**config.mk**
```make
export PLATFORM = sky130hd
export DESIGN_NAME = accu_stack
export DESIGN_NICKNAME = d
export VERILOG_FILES = /design/src/rtl/accu_pkg.sv /design/src/rtl/accu_lifo.sv /design/src/rtl/accu_stack.sv
export SDC_FILE = /design/constraint.sdc
export NUM_CORES = 1
export LEC_CHECK = 0
export BUFFER_PORTS_ARGS = -buffer_cell sky130_fd_sc_hd__buf_2
export CORE_MARGIN = 4
export CORE_UTILIZATION = 59
export CTS_CLUSTER_SIZE = 28
export DETAILED_ROUTE_END_ITERATION = 12
export PLACE_DENSITY = 0.85
export SYNTH_ARGS = -nofsm -noshare
export SYNTH_HDL_FRONTEND = slang
export SYNTH_HIERARCHICAL = 1
export SYNTH_SLANG_ARGS = --single-unit
```
**constraint.sdc**
```tcl
create_clock -name CLK -period 3.33 [get_ports CLK]
set_clock_uncertainty 0.05 [all_clocks]
set_input_delay 0.1665 -clock CLK [delete_from_list [all_inputs] [get_ports CLK]]
set_output_delay 0.1665 -clock CLK [all_outputs]
set_load 0.005 [all_outputs]
```
**src/rtl/accu_pkg.sv**
```systemverilog
// accu_pkg: opcode and operand-source enums shared by the accumulator slice
package accu_pkg;
  typedef enum logic [3:0] {
    OP_NOP  = 4'd0,
    OP_LOAD = 4'd1,
    OP_PUSH = 4'd2,
    OP_POP  = 4'd3,
    OP_SWAP = 4'd4,
    OP_AND  = 4'd5,
    OP_OR   = 4'd6,
    OP_XOR  = 4'd7,
    OP_NOT  = 4'd8,
    OP_ADD  = 4'd9,
    OP_SUB  = 4'd10,
    OP_CLR  = 4'd11
  } accu_op_e;
  typedef enum logic [1:0] {
    SRC_ARG = 2'd0,
    SRC_IO  = 2'd1,
    SRC_REG = 2'd2,
    SRC_RAM = 2'd3
  } accu_src_e;
endpackage

```
**src/rtl/accu_lifo.sv**
```systemverilog
// accu_lifo: shift-register LIFO (push/pop/replace-top in, top/depth/full/empty out); entries at or above depth are kept zero so top reads 0 when empty
module accu_lifo #(
  parameter int WIDTH = 8,
  parameter int DEPTH = 4,
  localparam int CW = $clog2(DEPTH + 1)
) (
  input  logic             CLK,
  input  logic             CPU_Reset,
  input  logic             push,
  input  logic             pop,
  input  logic             replace,
  input  logic [WIDTH-1:0] din,
  output logic [WIDTH-1:0] top,
  output logic [CW-1:0]    depth,
  output logic             full,
  output logic             empty
);
  logic [WIDTH-1:0] mem [DEPTH];
  always_ff @(posedge CLK or posedge CPU_Reset)
    if (CPU_Reset) begin
      for (int i = 0; i < DEPTH; i++) mem[i] <= '0;
      depth <= '0;
    end else if (push) begin
      mem[0] <= din;
      for (int i = 1; i < DEPTH; i++) mem[i] <= mem[i-1];
      depth <= depth + 1'b1;
    end else if (pop) begin
      for (int i = 0; i < DEPTH - 1; i++) mem[i] <= mem[i+1];
      mem[DEPTH-1] <= '0;
      depth <= depth - 1'b1;
    end else if (replace)
      mem[0] <= din;
  assign top   = mem[0];
  assign full  = depth == CW'(DEPTH);
  assign empty = depth == '0;
endmodule

```
**src/rtl/accu_stack.sv**
```systemverilog
// accu_stack: ACCU1 + LIFO PLC accumulator (CLK, CPU_Reset, ACCU_WE/OPCode/SrcSel/operands/ErrClr in; ACCUMULATOR, ACCU2, ACCU_Depth, Zero/Carry/StackErr out); ACCU_ARITH_EN enables ADD/SUB
module accu_stack
  import accu_pkg::*;
#(
  parameter int WIDTH = 8,
  parameter int DEPTH = 4,
  localparam int CW = $clog2(DEPTH + 1)
) (
  input  logic             CLK,
  input  logic             CPU_Reset,
  input  logic             ACCU_WE,
  input  logic [3:0]       ACCU_OPCode,
  input  logic [1:0]       ACCU_SrcSel,
  input  logic [WIDTH-1:0] ACCU_ArgToSet,
  input  logic [WIDTH-1:0] ACCU_AnyDataInput,
  input  logic [WIDTH-1:0] ACCU_Register,
  input  logic [WIDTH-1:0] ACCU_RAMData,
  input  logic             ACCU_ErrClr,
  output logic [WIDTH-1:0] ACCUMULATOR,
  output logic [WIDTH-1:0] ACCU2,
  output logic [CW-1:0]    ACCU_Depth,
  output logic             ACCU_Zero,
  output logic             ACCU_Carry,
  output logic             ACCU_StackErr
);
  logic [WIDTH-1:0] acc, acc_n, src, top;
  logic full, empty, is_push, is_pop, is_swap, err, stack_err;
  assign src = ACCU_SrcSel == SRC_ARG ? ACCU_ArgToSet :
               ACCU_SrcSel == SRC_IO  ? ACCU_AnyDataInput :
               ACCU_SrcSel == SRC_REG ? ACCU_Register : ACCU_RAMData;
  assign is_push = ACCU_WE && ACCU_OPCode == OP_PUSH;
  assign is_pop  = ACCU_WE && ACCU_OPCode == OP_POP;
  assign is_swap = ACCU_WE && ACCU_OPCode == OP_SWAP;
  assign err     = (is_push && full) || ((is_pop || is_swap) && empty);
  accu_lifo #(.WIDTH(WIDTH), .DEPTH(DEPTH)) u_lifo (
    .CLK       (CLK),
    .CPU_Reset (CPU_Reset),
    .push      (is_push && !full),
    .pop       (is_pop && !empty),
    .replace   (is_swap && !empty),
    .din       (acc),
    .top       (top),
    .depth     (ACCU_Depth),
    .full      (full),
    .empty     (empty)
  );
`ifdef ACCU_ARITH_EN
  logic [WIDTH:0] sum;
  logic carry;
  assign sum = ACCU_OPCode == OP_SUB ? {1'b0, acc} - {1'b0, src} : {1'b0, acc} + {1'b0, src};
  always_ff @(posedge CLK or posedge CPU_Reset)
    if (CPU_Reset) carry <= 1'b0;
    else if (ACCU_WE && (ACCU_OPCode == OP_ADD || ACCU_OPCode == OP_SUB)) carry <= sum[WIDTH];
  assign ACCU_Carry = carry;
`else
  assign ACCU_Carry = 1'b0;
`endif
  always_comb begin
    acc_n = acc;
    if (ACCU_WE && !err)
      case (ACCU_OPCode)
        OP_LOAD, OP_PUSH: acc_n = src;
        OP_POP, OP_SWAP:  acc_n = top;
        OP_AND:           acc_n = acc & src;
        OP_OR:            acc_n = acc | src;
        OP_XOR:           acc_n = acc ^ src;
        OP_NOT:           acc_n = ~acc;
`ifdef ACCU_ARITH_EN
        OP_ADD, OP_SUB:   acc_n = sum[WIDTH-1:0];
`endif
        OP_CLR:           acc_n = '0;
        default:          acc_n = acc;
      endcase
  end
  always_ff @(posedge CLK or posedge CPU_Reset)
    if (CPU_Reset) begin
      acc       <= '0;
      stack_err <= 1'b0;
    end else begin
      acc       <= acc_n;
      stack_err <= err ? 1'b1 : ACCU_ErrClr ? 1'b0 : stack_err;
    end
  assign ACCUMULATOR   = acc;
  assign ACCU2         = top;
  assign ACCU_Zero     = acc == '0;
  assign ACCU_StackErr = stack_err;
endmodule
```
==> run_results.csv <==
group,metric,value,unit
timing,rsz0062_at_grt,"false",
detailed_routing,wl,6250,um
placed_design,dp_cells,366,
synthesis,synthFlopType,"dfrtp_1",
floorplan,rows,24,
global_route,gr-usage-met3,0.0363,
detailed_routing,drt_iter0_markers,124,
synthesis,ys_warn_count,6,
cts,postCtsSetupRepairBufs,0,
cts,tritoncts,"built",
cts,clkLatencyLatePin,0.30,ns
global_route,grt_pass1_wl,10800,um
global_route,antenna_found_initial,0,
cts,clock_path_buffers,2,
synthesis,synthCells,275,
timing,fin_crit_sh,0.703,
cts,post_cts_resized,0,
floorplan,dieArea,5940,um2
cells_and_area,area_growth,12.1,%
detailed_routing,wire_per_inst,16.7,um
cells_and_area,final_cells,375,
setup_path,path_max_fanout,19,
floorplan,top_level_ports,64,
worst_hold_path,hp-class,"in2reg",
cells_and_area,nFillCells,321,
setup_path,rr_startpoint,"u_lifo/depth[0]",
synthesis,synth_edf_count,0,
global_route,grt_max_degree,48,
setup_path,r2r_cells,5,
synthesis,ys_ff_latch,44,
placed_design,portBuffers,62,
job,max_cap_violations,0,
worst_hold_path,hold_path_depth,2,
floorplan,die_w,77.1,um
cts,path_clk_slew,0.08,ns
timing,setup_tns,0,ns
timing,clock.fmax,427,MHz
detailed_routing,vias,2340,
cells_and_area,nets,373,
detailed_routing,dr.pass1.iters,5,
cts,holdBufCountCts,1,
cells_and_area,final_common_cell,"buf_2",
cts,htreeDepth,2,
global_route,grt_use_met1,0.293,
power,p_leak,1.39,nW
cts,clock-sinks,44,
synthesis,syn-num-nets,326,
synthesis,yosysSeqAreaShare,0.391,
timing,finalHoldViolCount,0,
worst_hold_path,min-delay-start,"ACCU_WE",
global_route,grt_pass1_vias,2314,
setup_path,crit_type,"reg2reg",
setup_path,r2r_end,"u_lifo/depth[1]",
timing,holdWs,0.108,ns
power,vdd_drop_max,0.000255,V
cells_and_area,mostFrequentLayoutCells,"buf_2, dfrtp_1, nand2_1, mux2i_1, o21ai_0",
global_route,globalRoute.totalOverflow,0,
worst_hold_path,hold_end,"ACCU_StackErr",
synthesis,async_flop_share,1.00,
setup_path,timing.critical_path.arrival,2.48,ns
outcome,outcome,"complete, no violations",
setup_path,start_kind,"flop",
placed_design,dp_slack,1.01,ns
synthesis,syn_avg_cell_area,10.2,um2
synthesis,synth.cell_area,2810,um2
setup_path,required,3.47,ns
cells_and_area,antenna_cells,0,
power,total_power,1.95,mW
cts,cts_buffers,5,
timing,layout_setup_ws,0.988,ns
detailed_routing,ant_nets,0,
cts,cts_root_buffer,"clkbuf_8",
synthesis,synth.distinct_cells,51,
detailed_routing,drc,0,
cells_and_area,multi_input_area,1520,um2
timing,relSlewSlack,0.508,
global_route,top_usage_layer,"met2",
timing,drv_slew,0,
cells_and_area,regArea,1100,um2
setup_path,critPathCaptureType,"flop",
floorplan,initial_core_util,0.629,
global_route,track_usage,0.223,
power,p_per_area,618,nW/um2
placed_design,dp_hpwl,4760,um
timing,tightest_slew,0.732,ns
cells_and_area,drive_gt1_frac,0.319,
detailed_routing,via_per_inst,6.24,
floorplan,die_y,77.1,um
placed_design,routabilityCongestion,0.861,
timing,setup_violations,0,
setup_path,worst-r2r-setup-slack,0.99,ns
timing,layout_min_cycle_time,2.34,ns
floorplan,core_area,4470,um2
global_route,grt_use_met2,0.371,
==> metrics by stage <==
step	cell area [um2]	utilization
global placement	3050	0.682
detailed placement	3050	0.682
floorplan	2810	-
global route	3150	0.705
finish	3150	0.705
CTS	3150	0.705
==> critical path, stage by stage, from the launching register on <==
cell     delay, ns
dfrtp_1       0.44
nor3_1        0.64
nor3_2        0.13
buf_4         0.25
nor2_2        0.33
mux2_2        0.39
==> report_power, final <==
| part | internal (mW) | switching (mW) | leakage [nW] |
|---|---|---|---|
| Sequential | 0.720 | 0.230 | 0.567 |
| Combinational | 0.355 | 0.294 | 0.773 |
| Clock | 0.166 | 0.183 | 0.0510 |
==> sequential cells by signal (all words and copies together), names as in the netlist <==
name / count
ACCUMULATOR: 8
ACCU_StackErr: 1
u_lifo/mem: 24
u_lifo/top: 8
u_lifo/depth: 3
==> synthesized netlist by cell type (3+ instances only) <==
library cell  number  area [um2]
o221a_2            6        67.6
dfrtp_1           44        1100
a221oi_1           5        43.8
ha_1               8         100
nor2b_1            3        18.8
o21ai_0           16        80.1
o21ai_1           10        50.1
nand2_1           39         146
clkbuf_1           5        18.8
mux4_2             8         180
a21oi_1            7        35.0
inv_1              7        26.3
nand3_1            3        15.0
nor3_1             5        25.0
o22ai_1            4        25.0
or4_1              3        22.5
mux2i_1           21         210
buf_4             10        75.1
buf_2              7        35.0
a2bb2oi_1          9        78.8
nor2_1            11        41.3
o2bb2ai_1          7        61.3
buf_6              4        45.0
==> layout make-up <==
cell class / instances / share of cell area
flip-flops and latches: 44 / 0.349
multi-input cells: 196 / 0.480
repair buffers: 67 / 0.111
well taps: 52 / 0.0206
clock inverters: 2 / 0.00317
inverters: 8 / 0.00952
clock buffers: 6 / 0.0262
==> worst max-delay path by stage <==
| stage | from | to | slack, ns | cells past startpoint |
|---|---|---|---|---|
| global route | u_lifo/depth[0] | u_lifo/depth[1] | 0.87 | 5 |
| floorplan | u_lifo/depth[2] | u_lifo/depth[2] | 1.25 | 8 |
| CTS | u_lifo/depth[0] | u_lifo/depth[1] | 1.00 | 5 |
| finish | u_lifo/depth[0] | u_lifo/depth[1] | 0.99 | 5 |
| detailed placement | u_lifo/depth[0] | u_lifo/depth[1] | 1.01 | 5 |
| global placement | u_lifo/depth[0] | u_lifo/depth[1] | 1.11 | 5 |
==> cells by family after synthesis <==
logic type      after synthesis  synth area share
simple gates                 74             0.126
fa+ha+maj                     9            0.0427
flops                        44             0.391
compound gates               80             0.216
other cells                   1           0.00133
buf+inv                      35            0.0738
xor+xnor                      2           0.00623
mux                          30             0.143
==> per-layer routing <==
layer  part of all wire  up-vias  wire length (um)
li1                   -     1106                 -
met1               0.43     1128              2670
met2               0.49       95              3040
met3              0.068       11               426
met4              0.018        0               112
met5                  0        -                 0
No activity file was read; power rests on OpenSTA's default activity.
